$ cat config.mk
export PLATFORM = sky130hd
export DESIGN_NAME = apb_master_if
export DESIGN_NICKNAME = d
export VERILOG_FILES = /design/src/rtl/apb_master_pkg.sv /design/src/rtl/apb_master_if.sv
export SDC_FILE = /design/constraint.sdc
export NUM_CORES = 1
export LEC_CHECK = 0
export ABC_AREA = 1
export CAP_MARGIN = 25
export CORE_MARGIN = 2
export CORE_UTILIZATION = 38
export CTS_BUF_LIST = sky130_fd_sc_hd__clkbuf_4 sky130_fd_sc_hd__clkbuf_8
export DETAILED_ROUTE_END_ITERATION = 7
export PLACE_DENSITY_LB_ADDON = 0.25
export SYNTH_ARGS = -nofsm -noshare
export SYNTH_HDL_FRONTEND = slang
export SYNTH_SLANG_ARGS = --single-unit
$ cat constraint.sdc
create_clock -name HCLK -period 1.3 [get_ports HCLK]
set_input_delay 0.26 -clock HCLK [delete_from_list [all_inputs] [get_ports HCLK]]
set_output_delay 0.26 -clock HCLK [all_outputs]
set_load 0.02 [all_outputs]
$ cat src/rtl/apb_master_pkg.sv
// Shared types and constants for the APB initiator and the code that drives it.
// Holds the initiator state encoding and the SPI master register byte offsets.
package apb_master_pkg;

    typedef enum logic [1:0] {
        ST_IDLE   = 2'd0,
        ST_SETUP  = 2'd1,
        ST_ACCESS = 2'd2,
        ST_RESP   = 2'd3
    } apb_state_e;

    // SPI master register map (byte offsets)
    localparam logic [7:0] REG_STATUS = 8'h00;
    localparam logic [7:0] REG_CLKDIV = 8'h08;
    localparam logic [7:0] REG_SPICMD = 8'h10;
    localparam logic [7:0] REG_SPIADR = 8'h18;
    localparam logic [7:0] REG_SPILEN = 8'h20;
    localparam logic [7:0] REG_SPIDUM = 8'h28;
    localparam logic [7:0] REG_TXFIFO = 8'h30;
    localparam logic [7:0] REG_RXFIFO = 8'h38;

endpackage

$ cat src/rtl/apb_master_if.sv
// APB initiator: converts one valid/ready request into an APB SETUP/ACCESS transfer
// and returns read data / error status on a valid/ready response channel.
module apb_master_if
    import apb_master_pkg::*;
#(
    parameter int APB_ADDR_WIDTH = 12,
    parameter int TIMEOUT_CYCLES = 255
) (
    input  logic                      HCLK,
    input  logic                      HRESET,
    input  logic                      req_valid,
    output logic                      req_ready,
    input  logic [APB_ADDR_WIDTH-1:0] req_addr,
    input  logic [31:0]               req_wdata,
    input  logic                      req_write,
    output logic                      rsp_valid,
    input  logic                      rsp_ready,
    output logic [31:0]               rsp_rdata,
    output logic                      rsp_err,
    output logic                      rsp_timeout,
    output logic                      busy,
    output logic [APB_ADDR_WIDTH-1:0] PADDR,
    output logic [31:0]               PWDATA,
    output logic                      PWRITE,
    output logic                      PSEL,
    output logic                      PENABLE,
    input  logic [31:0]               PRDATA,
    input  logic                      PREADY,
    input  logic                      PSLVERR
);

    // Handshakes: a beat transfers on a rising HCLK edge where valid and ready are both
    // high; a producer holds valid and its payload stable until that edge.

    localparam int CNT_W = (TIMEOUT_CYCLES > 0) ? $clog2(TIMEOUT_CYCLES + 1) : 1;
    localparam logic [CNT_W-1:0] CNT_LAST = CNT_W'(TIMEOUT_CYCLES - 1);
    localparam logic [CNT_W-1:0] CNT_SAT  = {CNT_W{1'b1}};

    apb_state_e                state_q, state_d;
    logic [CNT_W-1:0]          cnt_q, cnt_d;
    logic [APB_ADDR_WIDTH-1:0] paddr_q, paddr_d;
    logic [31:0]               pwdata_q, pwdata_d;
    logic                      pwrite_q, pwrite_d;
    logic                      psel_q, psel_d;
    logic                      penable_q, penable_d;
    logic                      rsp_valid_q, rsp_valid_d;
    logic [31:0]               rsp_rdata_q, rsp_rdata_d;
    logic                      rsp_err_q, rsp_err_d;
    logic                      rsp_timeout_q, rsp_timeout_d;
    logic                      timeout_hit;

    assign timeout_hit = (TIMEOUT_CYCLES != 0) && (cnt_q == CNT_LAST);

    always_ff @(posedge HCLK) begin
        if (HRESET) begin
            state_q       <= ST_IDLE;
            cnt_q         <= '0;
            paddr_q       <= '0;
            pwdata_q      <= '0;
            pwrite_q      <= 1'b0;
            psel_q        <= 1'b0;
            penable_q     <= 1'b0;
            rsp_valid_q   <= 1'b0;
            rsp_rdata_q   <= '0;
            rsp_err_q     <= 1'b0;
            rsp_timeout_q <= 1'b0;
        end else begin
            state_q       <= state_d;
            cnt_q         <= cnt_d;
            paddr_q       <= paddr_d;
            pwdata_q      <= pwdata_d;
            pwrite_q      <= pwrite_d;
            psel_q        <= psel_d;
            penable_q     <= penable_d;
            rsp_valid_q   <= rsp_valid_d;
            rsp_rdata_q   <= rsp_rdata_d;
            rsp_err_q     <= rsp_err_d;
            rsp_timeout_q <= rsp_timeout_d;
        end
    end

    always_comb begin
        state_d = state_q;
        case (state_q)
            ST_IDLE:   if (req_valid) state_d = ST_SETUP;
            ST_SETUP:  state_d = ST_ACCESS;
            ST_ACCESS: if (PREADY || timeout_hit) state_d = ST_RESP;
            ST_RESP:   if (rsp_ready) state_d = ST_IDLE;
            default:   state_d = ST_IDLE;
        endcase
    end

    always_comb begin
        cnt_d         = cnt_q;
        paddr_d       = paddr_q;
        pwdata_d      = pwdata_q;
        pwrite_d      = pwrite_q;
        psel_d        = psel_q;
        penable_d     = penable_q;
        rsp_valid_d   = rsp_valid_q;
        rsp_rdata_d   = rsp_rdata_q;
        rsp_err_d     = rsp_err_q;
        rsp_timeout_d = rsp_timeout_q;
        case (state_q)
            ST_IDLE: begin
                if (req_valid) begin
                    paddr_d   = req_addr;
                    pwdata_d  = req_wdata;
                    pwrite_d  = req_write;
                    psel_d    = 1'b1;
                    penable_d = 1'b0;
                end
            end
            ST_SETUP: begin
                penable_d = 1'b1;
                cnt_d     = '0;
            end
            ST_ACCESS: begin
                // PREADY takes priority over an expiring timeout
                if (PREADY) begin
                    psel_d        = 1'b0;
                    penable_d     = 1'b0;
                    rsp_valid_d   = 1'b1;
                    rsp_rdata_d   = pwrite_q ? 32'h0 : PRDATA;
                    rsp_err_d     = PSLVERR;
                    rsp_timeout_d = 1'b0;
                end else if (timeout_hit) begin
                    psel_d        = 1'b0;
                    penable_d     = 1'b0;
                    rsp_valid_d   = 1'b1;
                    rsp_rdata_d   = 32'h0;
                    rsp_err_d     = 1'b1;
                    rsp_timeout_d = 1'b1;
                end else if (cnt_q != CNT_SAT) begin
                    cnt_d = cnt_q + 1'b1;
                end
            end
            ST_RESP: begin
                if (rsp_ready) rsp_valid_d = 1'b0;
            end
            default: ;
        endcase
    end

    assign req_ready   = (state_q == ST_IDLE);
    assign busy        = (state_q != ST_IDLE);
    assign PADDR       = paddr_q;
    assign PWDATA      = pwdata_q;
    assign PWRITE      = pwrite_q;
    assign PSEL        = psel_q;
    assign PENABLE     = penable_q;
    assign rsp_valid   = rsp_valid_q;
    assign rsp_rdata   = rsp_rdata_q;
    assign rsp_err     = rsp_err_q;
    assign rsp_timeout = rsp_timeout_q;

endmodule

==> run_results.csv, run 1 <==
group,metric,value,unit
placed_design,port_buffer_count,166,
synthesis,synth.cell_area,3601,um2
floorplan,die_x,101.3,um
routing,route.final.wire_length,12070,um
placed_design,dpl.cell_count,769,
cts,cts.sink_count,92,
routing,drt_drc_violations_left,0,
floorplan,design.portCount,167,
synthesis,post_synth_num_cell_types,20,
sta,fmax,649.5,MHz
cts,cts-buffers-inserted,9,
global_route,grt_first_pass_wirelength,17900,um
cells_and_area,final.fill_count,762,
worst_setup_path,worst-path-max-fanout,8,
routing,drt_first_iter_violations,87,
global_route,grt_pass1_vias,3930,
power,power_density_relative_to_cell_area,1691,nW/um2
routing,via_count,3957,
sta,timing.final.max_slew_violations,0,
cells_and_area,layout_cells_sized_above_1,0.4061,
run,max_cap_viol_count,0,
worst_setup_path,end_kind,"flop",
worst_setup_path,cpPeakStageDelay,0.33,ns
placed_design,finalWeightedCongestion,0.8708,
cts,cts_tree,"yes",
worst_setup_path,critical_path_required,1.55,ns
power,power.leakage,0.002672,uW
sta,hold-worst-slack,0.4584,ns
worst_setup_path,r2r_cells,12,
floorplan,design.die.area,10270,um2
sta,max-slew-margin-rel,0.8453,
worst_setup_path,critical-path-slowest-cell,"sky130_fd_sc_hd__dfxtp_2",
synthesis,synthCells,480,
sta,layout_min_cycle_time,1.540,ns
floorplan,coreArea,9196,um2
worst_setup_path,cp_data_arrival_time,1.79,ns
routing,ant_nets,0,
worst_setup_path,worstSetupStartpoint,"cnt_q[0]",
sta,timing.final.crit_share,1.184,
run_status,outcome,"finished, violations left",
worst_setup_path,path_class,"flop to flop",
sta,finClkSkew,0.008862,ns
cells_and_area,diodes,0,
worst_setup_path,critical_path_cell_list,"inv_2, ha_4, inv_2, nor2_2, nand2_2, nand2_2, nand2_4, buf_12, buf_12, buf_16, nand2_2, a21oi_2",
cts,clkLatencyLatePin,0.36,ns
cts,cts-root-buf,"sky130_fd_sc_hd__clkbuf_8",
floorplan,initial_utilization,0.3916,
sta,timing.final.ws_setup,-0.2397,ns
min_path,hold_start,"PSEL",
global_route,grt_antenna_before_repair,0,
global_route,grt_overflow_total,0,
power,power.ir.vdd_worst,1178,uV
sta,final-setup-viol-count,49,
routing,viasPerCell,4.928,
run_status,violations,"negative setup slack",
cts,cts.hold.buffers_added,0,
cts,cts.reportedPaths.clkPinSlew,0.09,ns
cells_and_area,instances_no_fill,803,
synthesis,synth_fp_nets,570,
routing,drt_pass1_iterations,5,
synthesis,synthesis.yosys.warnings,0,
routing,wl_per_cell,15.03,um
cells_and_area,layout_stage_area_growth_over_the_synthesis_result,78.21,%
synthesis,ys_ff_latch,92,
synthesis,synth_seq_area_share,0.5115,
min_path,worst_hold_path_type,"flop to flop",
cells_and_area,nNetsFinal,778,
floorplan,placementRows,35,
floorplan,die_h,101.3,um
synthesis,synthesis.area_per_instance,7.502,um2
sta,rsz0062_at_grt,"true",
cts,max-clock-path-buffers,2,
worst_setup_path,most_frequent_cell_on_the_critical_path,"sky130_fd_sc_hd__nand2_2",
placed_design,post_detailed_placement_half_perimeter_wirelength,7410,um
sta,final-hold-violation-count,0,
cts,h-tree-depth,3,
sta,worst_slew_pin_slew,0.2313,ns
global_route,grt_use_total,0.2175,
worst_setup_path,regToRegStartpoint,"cnt_q[0]",
min_path,holdPathStages,2,
global_route,grt_start_max_net_pins,51,
worst_setup_path,worstSetupStartpointType,"flop",
[kinds of logic after synthesis]
| group | share of synthesized area |
|---|---|
| buf+inv | 0.06845 |
| simple gates | 0.2679 |
| fa+ha+maj | 0.02432 |
| flops | 0.5115 |
| compound gates | 0.1279 |
[area by class of cell]
| cell class | instances | area (um2) | share of cell area |
|---|---|---|---|
| Clock buffer | 10 | 137.6 | 0.02145 |
| Clock inverter | 5 | 85.08 | 0.01326 |
| Inverter | 27 | 116.4 | 0.01813 |
| Multi-Input combinational cell | 333 | 2004 | 0.3123 |
| Sequential cell | 92 | 1854 | 0.2889 |
| Tap cell | 111 | 138.9 | 0.02164 |
| Timing Repair Buffer | 225 | 2081 | 0.3242 |
[layout by cell type, fill, tap and decap left out, types with 10 or more instances in the layout]
cell	instances
sky130_fd_sc_hd__nand2_1	46
sky130_fd_sc_hd__a21oi_2	28
sky130_fd_sc_hd__dfxtp_1	84
sky130_fd_sc_hd__inv_1	19
sky130_fd_sc_hd__clkbuf_2	64
sky130_fd_sc_hd__clkbuf_8	10
sky130_fd_sc_hd__nand3_1	30
sky130_fd_sc_hd__a21oi_1	15
sky130_fd_sc_hd__nand2_4	10
sky130_fd_sc_hd__o21ai_0	14
sky130_fd_sc_hd__o21ai_1	32
sky130_fd_sc_hd__nand2_2	20
sky130_fd_sc_hd__nor2_2	28
sky130_fd_sc_hd__clkdlybuf4s50_1	82
sky130_fd_sc_hd__buf_12	12
sky130_fd_sc_hd__nand3_2	11
sky130_fd_sc_hd__buf_4	33
sky130_fd_sc_hd__nor2_1	75
[metal layers]
metal / track usage / vias to the layer above / wire length, um
met2: 0.3734 / 153 / 6204
met1: 0.2510 / 1821 / 4801
li1: - / 1972 / -
met3: 0.07660 / 11 / 915
met5: 0 / - / 0
met4: 0.07796 / 0 / 147
[stage by stage]
stage	cell area, um2	setup TNS, ns	total power [uW]	utilization	worst slack, ns
global placement	5697	-11.35	7749	0.6195	-0.1937
finish	6417	-8.443	10850	0.6978	-0.2397
global route	6417	-12.23	11470	0.6978	-0.3027
CTS	6375	-7.925	10370	0.6932	-0.2052
detailed placement	5697	-15.23	7845	0.6195	-0.2916
floorplan	3650	-0.04092	5810	-	-0.04092
[path summary, 6_finish.rpt]
check,endpoint,slack [ns]
worst min register to register,PSEL,0.46
worst max-delay path,rsp_rdata[17],-0.24
worst max register to register,rsp_rdata[17],-0.24
worst min-delay path,PSEL,0.46
[registers in the layout (all words and copies together), names as in the netlist, 2 cells and up]
signal     cells
state_q        2
rsp_rdata     32
cnt_q          8
PWDATA        32
PADDR         12
[critical path, delay by kind of cell, from the launching register on]
| kind | cells | cell delay [ns] |
|---|---|---|
| buf+inv | 5 | 0.52 |
| simple gates | 5 | 0.42 |
| flops | 1 | 0.33 |
| fa+ha+maj | 1 | 0.12 |
| compound gates | 1 | 0.05 |
[synthesized netlist by cell type]
| library cell | n | area (um2) |
|---|---|---|
| sky130_fd_sc_hd__buf_1 | 5 | 18.77 |
| sky130_fd_sc_hd__inv_4 | 1 | 6.260 |
| sky130_fd_sc_hd__ha_1 | 7 | 87.58 |
| sky130_fd_sc_hd__dfxtp_1 | 92 | 1842 |
| sky130_fd_sc_hd__nor2_2 | 1 | 6.260 |
| sky130_fd_sc_hd__nor3_1 | 2 | 10.01 |
| sky130_fd_sc_hd__inv_1 | 25 | 93.84 |
| sky130_fd_sc_hd__nand3_1 | 45 | 225.2 |
| sky130_fd_sc_hd__nand4_1 | 2 | 12.51 |
| sky130_fd_sc_hd__inv_2 | 1 | 3.750 |
| sky130_fd_sc_hd__clkbuf_1 | 17 | 63.81 |
| sky130_fd_sc_hd__or2_2 | 1 | 6.260 |
| sky130_fd_sc_hd__nor2_1 | 105 | 394.1 |
| sky130_fd_sc_hd__o21ai_0 | 49 | 245.2 |
| sky130_fd_sc_hd__buf_4 | 2 | 15.01 |
| sky130_fd_sc_hd__nand2_2 | 1 | 6.260 |
| sky130_fd_sc_hd__buf_6 | 4 | 45.04 |
| sky130_fd_sc_hd__nand2_4 | 2 | 22.52 |
| sky130_fd_sc_hd__nand2_1 | 75 | 281.5 |
| sky130_fd_sc_hd__a21oi_1 | 43 | 215.2 |
[what timing repair did]
| item | CTS | global route |
|---|---|---|
| setup buffers | 9 | 2 |
| endpoints found under the hold margin | 0 | 0 |
| gates resized for setup | 224 | 221 |
| setup endpoints to repair | 131 | 167 |
| gates cloned | 5 | 5 |
| pin swaps | 10 | 11 |
[power by group]
group          internal (uW)  switching (uW)  total [uW]
Sequential              3340             336        3670
Combinational           2270            2740        5010
Clock                   1140            1040        2170
Note: power is estimated with default switching activity, not from simulation.
==> inputs of run 2 (changes only) <==
Settings changed: CORE_UTILIZATION 38 to 40.
Clock period 1.3 ns to 1.6 ns, I/O delays scaled along.
==> run 2 against run 1 <==
The flow now finishes without violations. Combinational power down 41%. Largest power group unchanged. Core utilization down 5.3 points. Die area down 4.8%. Power shrank 31%. Non-clock buffer count shrank 34. Global-route usage fell by 1.3 points. Design area down 12%. Clock power is 26% lower. Largest cell class is now registers. Critical endpoint is now busy.
==> run_results.csv, run 2 (synthesis results as in run 1) <==
group,metric,value,unit
worst_setup_path,critical_path_required,1.28,ns
power,power.leakage,0.002584,uW
global_route,grt_use_total,0.2045,
routing,drt_first_iter_violations,138,
cts,cts.reportedPaths.clkPinSlew,0.09,ns
worst_setup_path,cp_data_arrival_time,1.19,ns
cts,cts-buffers-inserted,9,
worst_setup_path,worstSetupStartpointType,"flop",
worst_setup_path,critical-path-slowest-cell,"sky130_fd_sc_hd__dfxtp_1",
run,max_cap_viol_count,0,
global_route,grt_antenna_before_repair,0,
sta,final-setup-viol-count,0,
routing,viasPerCell,4.767,
sta,fmax,660.2,MHz
sta,layout_min_cycle_time,1.515,ns
cells_and_area,design_area,5627,um2
placed_design,port_buffer_count,166,
run_status,outcome,"complete, no violations",
cells_and_area,layout_commonest_cell,"sky130_fd_sc_hd__nor2_1",
cts,max-clock-path-buffers,2,
routing,wl_per_cell,12.99,um
cts,cts_post_setup_buffers_inserted,0,
worst_setup_path,end_kind,"output port",
sta,final-hold-violation-count,0,
worst_setup_path,cpPeakStageDelay,0.33,ns
power,power_density_relative_to_cell_area,1329,nW/um2
worst_setup_path,path_class,"flop to output port",
floorplan,design.die.area,9777,um2
global_route,grt_start_max_net_pins,40,
routing,via_count,3656,
sta,worst_slew_pin_slew,0.2696,ns
routing,drt_pass1_iterations,4,
min_path,worst_hold_path_type,"flop to flop",
sta,timing.final.crit_share,0.9466,
cells_and_area,layout_stage_area_growth_over_the_synthesis_result,56.25,%
cells_and_area,instances_no_fill,767,
global_route,grt_first_pass_wirelength,16570,um
cells_and_area,diodes,0,
sta,hold-worst-slack,0.4621,ns
placed_design,post_detailed_placement_half_perimeter_wirelength,7346,um
routing,route.final.wire_length,9966,um
placed_design,dpl.cell_count,751,
routing,drt_drc_violations_left,0,
placed_design,place_area,5508,um2
cts,cts_tree,"yes",
cells_and_area,final_cell_mix,"sky130_fd_sc_hd__nor2_1, sky130_fd_sc_hd__dfxtp_1, sky130_fd_sc_hd__clkdlybuf4s50_1, sky130_fd_sc_hd__dlygate4sd2_1, sky130_fd_sc_hd__nand2_1",
floorplan,initial_utilization,0.4129,
sta,finClkSkew,0.01259,ns
routing,ant_nets,0,
worst_setup_path,worst-path-max-fanout,3,
placed_design,finalWeightedCongestion,0.8737,
cts,cts.hold.buffers_added,0,
sta,max-slew-margin-rel,0.8210,
sta,timing.final.max_slew_violations,0,
floorplan,coreArea,8721,um2
power,power.ir.vdd_worst,1004,uV
floorplan,die_x,98.88,um
worst_setup_path,critical_path_cell_list,"inv_1, ha_1, inv_1, buf_2",
floorplan,design.portCount,167,
worst_setup_path,most_frequent_cell_on_the_critical_path,"sky130_fd_sc_hd__inv_1",
global_route,grt_pass1_vias,3673,
cts,cts-root-buf,"sky130_fd_sc_hd__clkbuf_8",
cells_and_area,layout_cells_sized_above_1,0.08801,
cells_and_area,nNetsFinal,744,
cts,cts.sink_count,92,
floorplan,die_h,98.88,um
floorplan,placementRows,34,
cts,clkLatencyLatePin,0.36,ns
global_route,grt_overflow_total,0,
cts,h-tree-depth,3,
cells_and_area,final.fill_count,771,
[run 2: cell count changes in the layout (fill, tap and decap cells not counted), moves of 14 or more]
cell | previous run | this run
sky130_fd_sc_hd__nand2_1 | 46 | 74
sky130_fd_sc_hd__dlygate4sd2_1 | 0 | 82
sky130_fd_sc_hd__nor2_1 | 75 | 103
sky130_fd_sc_hd__buf_4 | 33 | 18
sky130_fd_sc_hd__o21ai_0 | 14 | 49
sky130_fd_sc_hd__nand2_2 | 20 | 2
sky130_fd_sc_hd__nor2_2 | 28 | 3
sky130_fd_sc_hd__a21oi_1 | 15 | 42
sky130_fd_sc_hd__clkbuf_2 | 64 | 0
sky130_fd_sc_hd__o21ai_1 | 32 | 0
sky130_fd_sc_hd__nand3_1 | 30 | 44
sky130_fd_sc_hd__a21oi_2 | 28 | 1
[run 2: path summary, 6_finish.rpt]
kind,from,end,slack (ns),depth (start not counted)
worst min-delay path,rsp_rdata[26],rsp_rdata[26],0.46,2
worst max register to register,state_q[0],rsp_rdata[11],0.11,8
worst max-delay path,state_q[0],busy,0.09,4
worst min register to register,rsp_rdata[26],rsp_rdata[26],0.46,2
[run 2: layer usage]
layer,routed length [um],track usage,part of all wire
met2,4672,0.3332,0.47
met1,4250,0.2445,0.43
met5,0,0,0
met4,124,0.07903,0.012
met3,920,0.07801,0.092
[run 2: metrics by stage]
stage / utilization / total power (uW) / TNS, ns / setup slack, ns
after global placement: 0.6316 / 6138 / 0 / 0.01912
final: 0.6452 / 7476 / 0 / 0.08542
after detailed placement: 0.6316 / 6210 / -0.2267 / -0.03704
after floorplan: - / 4637 / 0 / 0.01644
after global routing: 0.6452 / 7986 / -0.01125 / -0.01125
after CTS: 0.6433 / 7531 / 0 / 0.02240
[run 2: critical path, delay by kind of cell (launching register included)]
family | cells | cell delay [ns]
buf+inv | 3 | 0.29
flops | 1 | 0.33
fa+ha+maj | 1 | 0.22
[run 2: power by group]
| group | internal (uW) | switching, uW | total, uW |
|---|---|---|---|
| combinational | 1220 | 1760 | 2970 |
| clock | 789 | 817 | 1610 |
| sequential | 2710 | 194 | 2900 |
| total | 4710 | 2770 | 7480 |
[run 2: cell type report]
cell class,instances,area [um2],area share
sequential,92,1844,0.3278
timing repair buffer,191,1807,0.3211
multi-input combinational,333,1531,0.2722
clock buffer,11,145.1,0.02579
tap,108,135.1,0.02402
inverter,27,103.9,0.01846
clock inverter,5,60.06,0.01067
[run 2: repair_timing]
action	CTS	global route
pin swaps	0	1
gates resized for setup	90	9
gates cloned	0	0
setup endpoints to repair	85	24
